## src/rtl/fetch_unit.sv

```systemverilog
// -----------------------------------------------------------------------------
// fetch_unit
//
// Instruction fetch stage feeding the single-cycle MIPS datapath. It owns the
// fetch PC and issues one word read at a time to instruction memory over a
// req/ack handshake. Returned words are buffered together with their PCs in a
// small FIFO that is presented to the datapath with valid/ready. A redirect
// flushes the FIFO, restarts fetch at the new address and discards any
// response that is still in flight.
//
// Parameters
//   DEPTH     FIFO entries (power of 2, >= 2)
//   RESET_PC  fetch address after reset (word aligned)
//
// Ports
//   clk          clock, rising edge
//   reset        asynchronous, active-low reset (0 = reset asserted)
//   imem_req     read request to instruction memory
//   imem_addr    word-aligned byte address of the request
//   imem_ack     request accepted; imem_rdata valid this cycle
//   imem_rdata   instruction word returned with ack
//   instr_valid  FIFO head valid
//   instr        FIFO head instruction
//   instr_pc     FIFO head byte address
//   instr_ready  datapath consumes the head when instr_valid & instr_ready
//   redirect     flush and restart fetch at redirect_pc
//   redirect_pc  new fetch address; bits [1:0] ignored
//
// Optional feature (macro FETCH_PERF_EN)
//   perf_consumed  count of instructions handed to the datapath
//   perf_flushed   count of FIFO entries flushed plus discarded responses
// -----------------------------------------------------------------------------
module fetch_unit #(
  parameter int unsigned DEPTH    = 4,
  parameter logic [31:0] RESET_PC = 32'h0000_0000
) (
  input  logic        clk,
  input  logic        reset,
  output logic        imem_req,
  output logic [31:0] imem_addr,
  input  logic        imem_ack,
  input  logic [31:0] imem_rdata,
  output logic        instr_valid,
  output logic [31:0] instr,
  output logic [31:0] instr_pc,
  input  logic        instr_ready,
  input  logic        redirect,
  input  logic [31:0] redirect_pc
`ifdef FETCH_PERF_EN
  ,
  output logic [31:0] perf_consumed,
  output logic [31:0] perf_flushed
`endif
);

  localparam int unsigned PTR_W = $clog2(DEPTH);
  localparam int unsigned CNT_W = PTR_W + 1;

  typedef enum logic [1:0] {
    IDLE,   // no request outstanding
    REQ,    // live request outstanding
    DRAIN   // stale request outstanding after a redirect
  } state_t;

  typedef struct packed {
    logic [31:0] pc;
    logic [31:0] word;
  } entry_t;

  state_t           state;
  logic [31:0]      fetch_pc;
  entry_t           store [DEPTH];
  entry_t           head;
  entry_t           push_entry;
  logic [PTR_W-1:0] rd_ptr;
  logic [PTR_W-1:0] wr_ptr;
  logic [PTR_W-1:0] rd_ptr_nxt;
  logic [CNT_W-1:0] count;
  logic [CNT_W-1:0] count_next;
  logic             push;
  logic             pop;
  logic             discard;
  logic [31:0]      target;
  logic             unused_low_bits;

  assign target          = {redirect_pc[31:2], 2'b00};
  assign unused_low_bits = ^redirect_pc[1:0];

  // Redirect overrides both ends of the FIFO: nothing is pushed or consumed
  // in the cycle a redirect is sampled.
  assign pop        = instr_valid & instr_ready & ~redirect;
  assign push       = (state == REQ) & imem_ack & ~redirect;
  assign discard    = imem_ack & (((state == REQ) & redirect) | (state == DRAIN));
  assign count_next = count + CNT_W'(push) - CNT_W'(pop);
  assign rd_ptr_nxt = rd_ptr + PTR_W'(1);
  assign push_entry = '{pc: fetch_pc, word: imem_rdata};

  assign instr_valid = (count != '0);
  assign instr       = head.word;
  assign instr_pc    = head.pc;

  // ---------------------------------------------------------------------------
  // Fetch FSM. imem_req/imem_addr are registered so they stay stable for the
  // whole life of a request. The in-flight request counts toward occupancy,
  // so a new request is only issued when its word is guaranteed a FIFO slot.
  // ---------------------------------------------------------------------------
  // NOTE: sequential state uses non-blocking assignments only, so every
  // register samples the pre-edge values regardless of statement order.
  always_ff @(posedge clk or negedge reset) begin
    if (!reset) begin
      state     <= IDLE;
      fetch_pc  <= RESET_PC;
      imem_req  <= 1'b0;
      imem_addr <= RESET_PC;
    end else if (redirect) begin
      fetch_pc <= target;
      if (state == IDLE || imem_ack) begin
        // Nothing left in flight: restart from the new address next cycle.
        state     <= IDLE;
        imem_req  <= 1'b0;
        imem_addr <= target;
      end else begin
        // Request still pending: keep it stable and throw its data away.
        state <= DRAIN;
      end
    end else begin
      case (state)
        IDLE: begin
          if (count < CNT_W'(DEPTH)) begin
            state    <= REQ;
            imem_req <= 1'b1;
          end
        end
        REQ: begin
          if (imem_ack) begin
            fetch_pc  <= fetch_pc + 32'd4;
            imem_addr <= fetch_pc + 32'd4;
            if (count_next < CNT_W'(DEPTH)) begin
              state <= REQ;
            end else begin
              state    <= IDLE;
              imem_req <= 1'b0;
            end
          end
        end
        DRAIN: begin
          if (imem_ack) begin
            state     <= IDLE;
            imem_req  <= 1'b0;
            imem_addr <= fetch_pc;
          end
        end
        default: begin
          state    <= IDLE;
          imem_req <= 1'b0;
        end
      endcase
    end
  end

  // ---------------------------------------------------------------------------
  // FIFO control. The head is kept in its own register so the outputs hold
  // the last delivered entry when the FIFO runs empty or is flushed.
  // ---------------------------------------------------------------------------
  always_ff @(posedge clk or negedge reset) begin
    if (!reset) begin
      rd_ptr <= '0;
      wr_ptr <= '0;
      count  <= '0;
      head   <= '0;
    end else if (redirect) begin
      rd_ptr <= '0;
      wr_ptr <= '0;
      count  <= '0;
    end else begin
      if (push) wr_ptr <= wr_ptr + PTR_W'(1);
      if (pop)  rd_ptr <= rd_ptr_nxt;
      count <= count_next;
      if (count_next != '0) begin
        // The pushed word becomes the head when it lands in an empty FIFO,
        // including the case where the only entry is popped this cycle.
        if (count == '0 || (pop && count == CNT_W'(1))) begin
          head <= push_entry;
        end else if (pop) begin
          head <= store[rd_ptr_nxt];
        end
      end
    end
  end

  // NOTE: the storage array is deliberately not reset; validity is defined by
  // the pointers and count alone, so resetting the data would buy nothing.
  always_ff @(posedge clk) begin
    if (push) store[wr_ptr] <= push_entry;
  end

`ifdef FETCH_PERF_EN
  // ---------------------------------------------------------------------------
  // Performance counters; both wrap naturally at 2^32.
  // ---------------------------------------------------------------------------
  always_ff @(posedge clk or negedge reset) begin
    if (!reset) begin
      perf_consumed <= '0;
      perf_flushed  <= '0;
    end else begin
      if (pop) perf_consumed <= perf_consumed + 32'd1;
      perf_flushed <= perf_flushed
                    + (redirect ? 32'(count) : 32'd0)
                    + 32'(discard);
    end
  end
`endif

endmodule

```

## config.mk

```make
export PLATFORM = sky130hd
export DESIGN_NAME = fetch_unit
export DESIGN_NICKNAME = d
export VERILOG_FILES = /design/src/rtl/fetch_unit.sv
export SDC_FILE = /design/constraint.sdc
export NUM_CORES = 1
export LEC_CHECK = 0
export BUFFER_PORTS_ARGS = -buffer_cell sky130_fd_sc_hd__buf_4
export CORE_MARGIN = 1
export CORE_UTILIZATION = 40
export CTS_CLUSTER_DIAMETER = 100
export DETAILED_ROUTE_END_ITERATION = 7
export PLACE_DENSITY = 0.6
export SYNTH_ARGS = -nofsm -noshare
export SYNTH_HDL_FRONTEND = slang
export SYNTH_SLANG_ARGS = --single-unit
```

## constraint.sdc

```tcl
create_clock -name clk -period 5.7 [get_ports clk]
set_input_delay 0.855 -clock clk [delete_from_list [all_inputs] [get_ports clk]]
set_output_delay 0.855 -clock clk [all_outputs]
set_load 0.01 [all_outputs]
```

Word-level counts from Yosys, hierarchy flattened --
Memory sizes are Yosys's and may differ from the RTL's. Cells that the tools add are included.
Word-level totals: word-level logic and storage cells 78, memory bits (writable) 256, input bits 69, output and inout port bits 98, register bits after elaboration 138, memories 1
Operators by class: bitwise operators 5, eq/ne operators 8, order comparisons 2, add/subtract/negate cells 5, multiplexer cells 30, reduce and logical (&&, ||, !) cells 18
Memories:
- store | words 4, width 64, rd ports 1, clocked after Yosys merged registers in 0, write ports 1, RTL line 72 | entry_t store [DEPTH];
Operator list (count):
- 32-bit two-way mux | 6
- 64-bit two-way mux | 2
- 32-bit one-hot mux with 2 select lines | 1
- 32-bit by 3-bit adder with 32-bit output, second input constant | 1
- 2-bit two-way mux | 9
- 2-bit nonzero test | 5
- 1-bit two-way mux | 9
- 3-bit inequality test, second input constant | 3
- 3-bit nonzero test | 3
- 3-bit < comparator, second input constant | 2
- 2-bit one-hot mux with 3 select lines | 1
- 3-bit AND reduction | 2
- 5-bit AND reduction | 1
- 2-bit by 1-bit adder with 2-bit output, second input constant | 2
- 1-bit bitwise AND | 4
- 4-bit AND reduction | 1
- 3-bit by 1-bit adder with 3-bit output | 1
- 3-bit by 1-bit equality test with 1-bit output, second input constant | 1
- 3-bit logical NOT | 1
- 3-bit two-way mux | 1
- 3-bit by 2-bit inequality test with 1-bit output, second input constant | 1
- 1-bit one-hot mux with 3 select lines | 1
- 3-bit by 1-bit subtractor with 3-bit output | 1
- 2-bit by 1-bit equality test with 1-bit output, second input constant | 1
- 7 further kinds | 8

Depth between registers and ports, before layout --
word-level depth 10, depth in mapped cells 17, depth with buffers taken out 13

Least setup slack after synthesis --
Ideal clock, no wire load.
kind input port to flip-flop, start in redirect, end reg head, in the netlist instr[10], arrival time 3637 ps, data required time 5568 ps, slack 1930 ps, stages 16, path buffers 5, library setup time 132 ps, cell sequence buf_2 buf_1 clkbuf_1 nor2_1 ha_1 inv_1 ha_1 inv_1 fa_1 xor2_1 xnor2_1 a311o_1 buf_6 buf_6 nand2_1 o21ai_1
Between the ends: cells in the longest elaborated chain, start to end 6, elaborated cells on any way between the ends 11, classes of those cells add/sub: 2; mux: 1; bitwise: 3; reduce/logical: 5
Ends and longest elaborated chain:
- from (decl) | RTL line 47 | input logic redirect,
- 1-bit inverter (no source line) (*)
- 1-bit bitwise AND (on tied branches) | RTL line 92, 91
- 3-bit by 1-bit adder with 3-bit output or 1-bit logical AND (tied branches) | RTL line 94, 182
- 3-bit by 1-bit subtractor with 3-bit output or 1-bit logical OR (tied branches) | RTL line 94, 182
- 3-bit nonzero test or 2-bit nonzero test (tied branches)
- 3-bit AND reduction (no source line)
- to (signal assigned) | RTL line 183 | head <= push_entry;
- to (signal assigned) | RTL line 185 | head <= store[rd_ptr_nxt];
- to (decl) | RTL line 73 | entry_t head;
Every way passes the cells marked *; elsewhere a longest branch is shown, timed or not. A chain may end at the register's enable or synchronous reset.

Final worst setup path --
start reg state[1], end reg head, in the netlist instr[28]
Between the ends: cells in the longest elaborated chain, start to end 7
Ends and longest elaborated chain:
- from (decl) | RTL line 70 | state_t state;
- from (signal assigned) | RTL line 111 | state <= IDLE;
- from (signal assigned) | RTL line 119 | state <= IDLE;
- from (signal assigned) | RTL line 124 | state <= DRAIN;
- 2-bit by 1-bit equality test with 1-bit output | RTL line 92 | assign push = (state == REQ) & imem_ack & ~redirect;
- 1-bit bitwise AND (2 in a row) | RTL line 92
- 3-bit by 1-bit adder with 3-bit output | RTL line 94 | assign count_next = count + CNT_W'(push) - CNT_W'(pop);
- 3-bit by 1-bit subtractor with 3-bit output | RTL line 94
- 3-bit nonzero test | RTL line 179 | if (count_next != '0) begin
- 3-bit AND reduction (no source line)
No other way between the ends.

==> metrics <==
overall overflow remaining after global route=0; delay of the slowest critical-path stage=0.57 ns; DRC violation count after routing=0; Warnings, synthesis=0; worst reg-to-reg path cell count=15; die area=0.0413 mm2; FF-to-FF Start=state[1]; reported max-cap violation count=0; post-route ant nets=0; most common cell after layout, fill and taps aside=edfxtp_1; sequential standard cell area=0.0108 mm2; time the worst path needs with I/O delays and setup=3.79 ns; crit-path cells=nand3b_1, buf_4, nor2_1, inv_1, ha_1, inv_1, ha_1, inv_1, fa_1, xor2_1, xnor2_1, a311o_2, buf_12, nand2_1, o21ai_1; final antenna diode count=0; Relative slew margins=29.5%; total CTS buffers=42; Max Fclk=264 MHz; CTS tree=built; setup skew after layout=0.0156 ns; commonest non-fill, non-tap cells in the layout=edfxtp_1 (248), buf_4 (176), dfrtp_1 (131), nand2_1 (118), mux2i_1 (66); Total Nets Final=1325; share of async-settable or async-resettable flops after synthesis=34.9%; clock sink count=381; Fillers=3504; multi-input gate area in the final layout=0.00497 mm2; number of hold-repair buffers added at the cts stage=0; Boundary Pins=167; r2r endpoint=instr[28]; number of resized instances in the post-cts repair step=0; total standard cell area after synthesis=0.0162 mm2; PortBufs=162; drt via density=5.36; worst min-delay path category=in2async; final routed wire length divided by cell count=20.6 um; post-route fraction of the period consumed by the critical path=66.5%; count of state elements after synthesis=381; largest fanout on the critical path=41; detailed-route wire length=37200 um; initial standard-cell utilization of the core=40.7%; outcome=finished clean; sequential-to-total area share from yosys stat=66.5%; required arrival time at the worst endpoint=6.15 ns; via count of the first global-routing pass=9735; number of vias after detailed routing=9687; Core Area=0.0398 mm2; setup repair after global routing missed its margin=no; dominant register cell in the synthesized netlist=edfxtp_1; level count of the clock H-tree=2; number of buffers on the longest clock path=3; wire length of the first global-routing pass=58000 um; power density over the cells=459 mW/mm2; setup-violating endpoint count in the final report=0; IR drop worst, VDD=0.241 mV; clk slew on worst S/H paths=0.06 ns; count of final max-slew check failures=0; arrival time worst endpoint=4.25 ns; post-synthesis cell type count=60; final count of hold timing violations=0; HPWL after detailed placement=22600 um; static leakage=7.31 nW; number of design-rule violations left by the first detailed-router iteration=566; count of flip-flops with a built-in enable after synthesis=248; mean instance size in the synthesized netlist=14.7 um2; most frequent cell on the critical path=inv_1; largest net degree at the start of global routing=74; Vert. Die Dim=203 um; Critical Path End Type=flop; initial antenna violation count=0; Hold WS=0.376 ns; slowest stage cell on the critical path=a311o_2; cell count after synthesis=1105; setup slack of the worst register-to-register path=1.91 ns; number of post-CTS setup repair buffers=0; Setup TNS=0 ns; CP startpoint kind=flop; ratio of cells with drive above 1 in the final layout=25.6%; source-to-sink clock delay at the later pin of the worst-skew pair=0.54 ns; Placer Congestion=0.799; Worst Setup Path Type=reg2reg; width of the chip=203 um; synthesis-to-finish area growth=18.7%; total iterations of the first detailed-routing run=7; Placement Rows=73; global-route usage over all layers=18.3%; cell at the root of the clock tree=clkbuf_16; transition time at the pin with the least slew margin=1.06 ns
==> critical path, delay by kind of cell, from the launching register on <==
kind / cells / cell delay, ns
adders and majority gates: 3 / 0.79
xor gates and xnor gates: 2 / 0.52
buffers and inverters: 5 / 0.71
and+or+nand+nor: 3 / 0.57
DFF: 1 / 0.45
AOI/OAI and AO/OA: 2 / 0.64
==> state kept, by name (all words and copies together) (netlist names) <==
name	count
count	3
imem_req	1
state	2
instr_pc	30
rd_ptr	2
wr_ptr	2
fetch_pc	30
instr	32
store	248
imem_addr	31
==> worst max path at each step <==
stage                     startpoint           end  slack, ns  cells past startpoint
final                       state[1]     instr[28]       1.91                     15
after global routing        state[0]   instr_pc[5]       1.62                     15
after CTS                   state[1]   instr_pc[5]       1.85                     15
after global placement      imem_ack  instr_pc[31]       1.48                     15
after floorplan             redirect     instr[10]       1.93                     16
after detailed placement    imem_ack   instr_pc[5]       1.42                     16
==> report_power, final <==
part	switching, W	internal [W]	leakage [nW]
sequential	0.000354	0.00339	3.86
combinational	0.00130	0.00116	2.79
clock	0.00107	0.00155	0.659
==> final cells by class <==
cell class              instances  share of cell area (%)
clock inverters                17                   0.580
well taps                     525                    3.42
repair buffers                181                    7.35
clock buffers                  60                    6.41
flip-flops and latches        381                    56.1
inverters                      14                   0.273
multi-input cells             628                    25.9
==> synth_stat cells (5+ instances only) <==
library cell  number  area (um2)
a31oi_1            7        43.8
dfrtp_1          133        3330
nor3_1            14        70.1
nand4_1           20         125
nor2_1            38         143
nand2_1          118         443
edfxtp_1         248        7450
mux4_2            62        1400
clkbuf_1          31         116
a21oi_1           27         135
mux2_2             7        78.8
o21ai_0           39         195
and3_1            12        75.1
and4_1             7        61.3
buf_4              7        52.6
nor4_1            11        68.8
buf_6              7        78.8
buf_2             33         165
ha_1               7        87.6
xor2_1            17         149
buf_1              5        18.8
mux2i_1           66         661
xnor2_1           24         210
nand3_1           20         100
o21ai_1           61         305
and2_1             7        43.8
inv_1             14        52.6
a221o_1            6        60.1
==> layer usage <==
metal,wire (um),GRT usage [%]
met3,2060,2.89
met2,17300,29.1
met5,0,0
met1,17200,26.6
met4,573,4.11
==> kinds of logic after synthesis <==
kind of cell | count (synthesis) | synth area share (%)
flops | 381 | 66.5
simple gates | 263 | 7.80
xor+xnor | 41 | 2.22
fa+ha+maj | 8 | 0.664
compound gates | 179 | 6.58
mux | 135 | 13.2
buf+inv | 97 | 2.99
other cells | 1 | 0.0232
==> through the flow <==
stage	total power [W]	instances	util, %	worst slack (ns)	area [um2]
floorplan	0.00525	1106	-	1.93	16200
global route	0.00930	1806	48.3	1.62	19200
CTS	0.00895	1806	48.3	1.85	19200
finish	0.00882	1806	48.3	1.91	19200
global placement	0.00627	1729	44.9	1.48	17900
detailed placement	0.00632	1729	44.9	1.42	17900
Power figures use the tool's default switching activity.
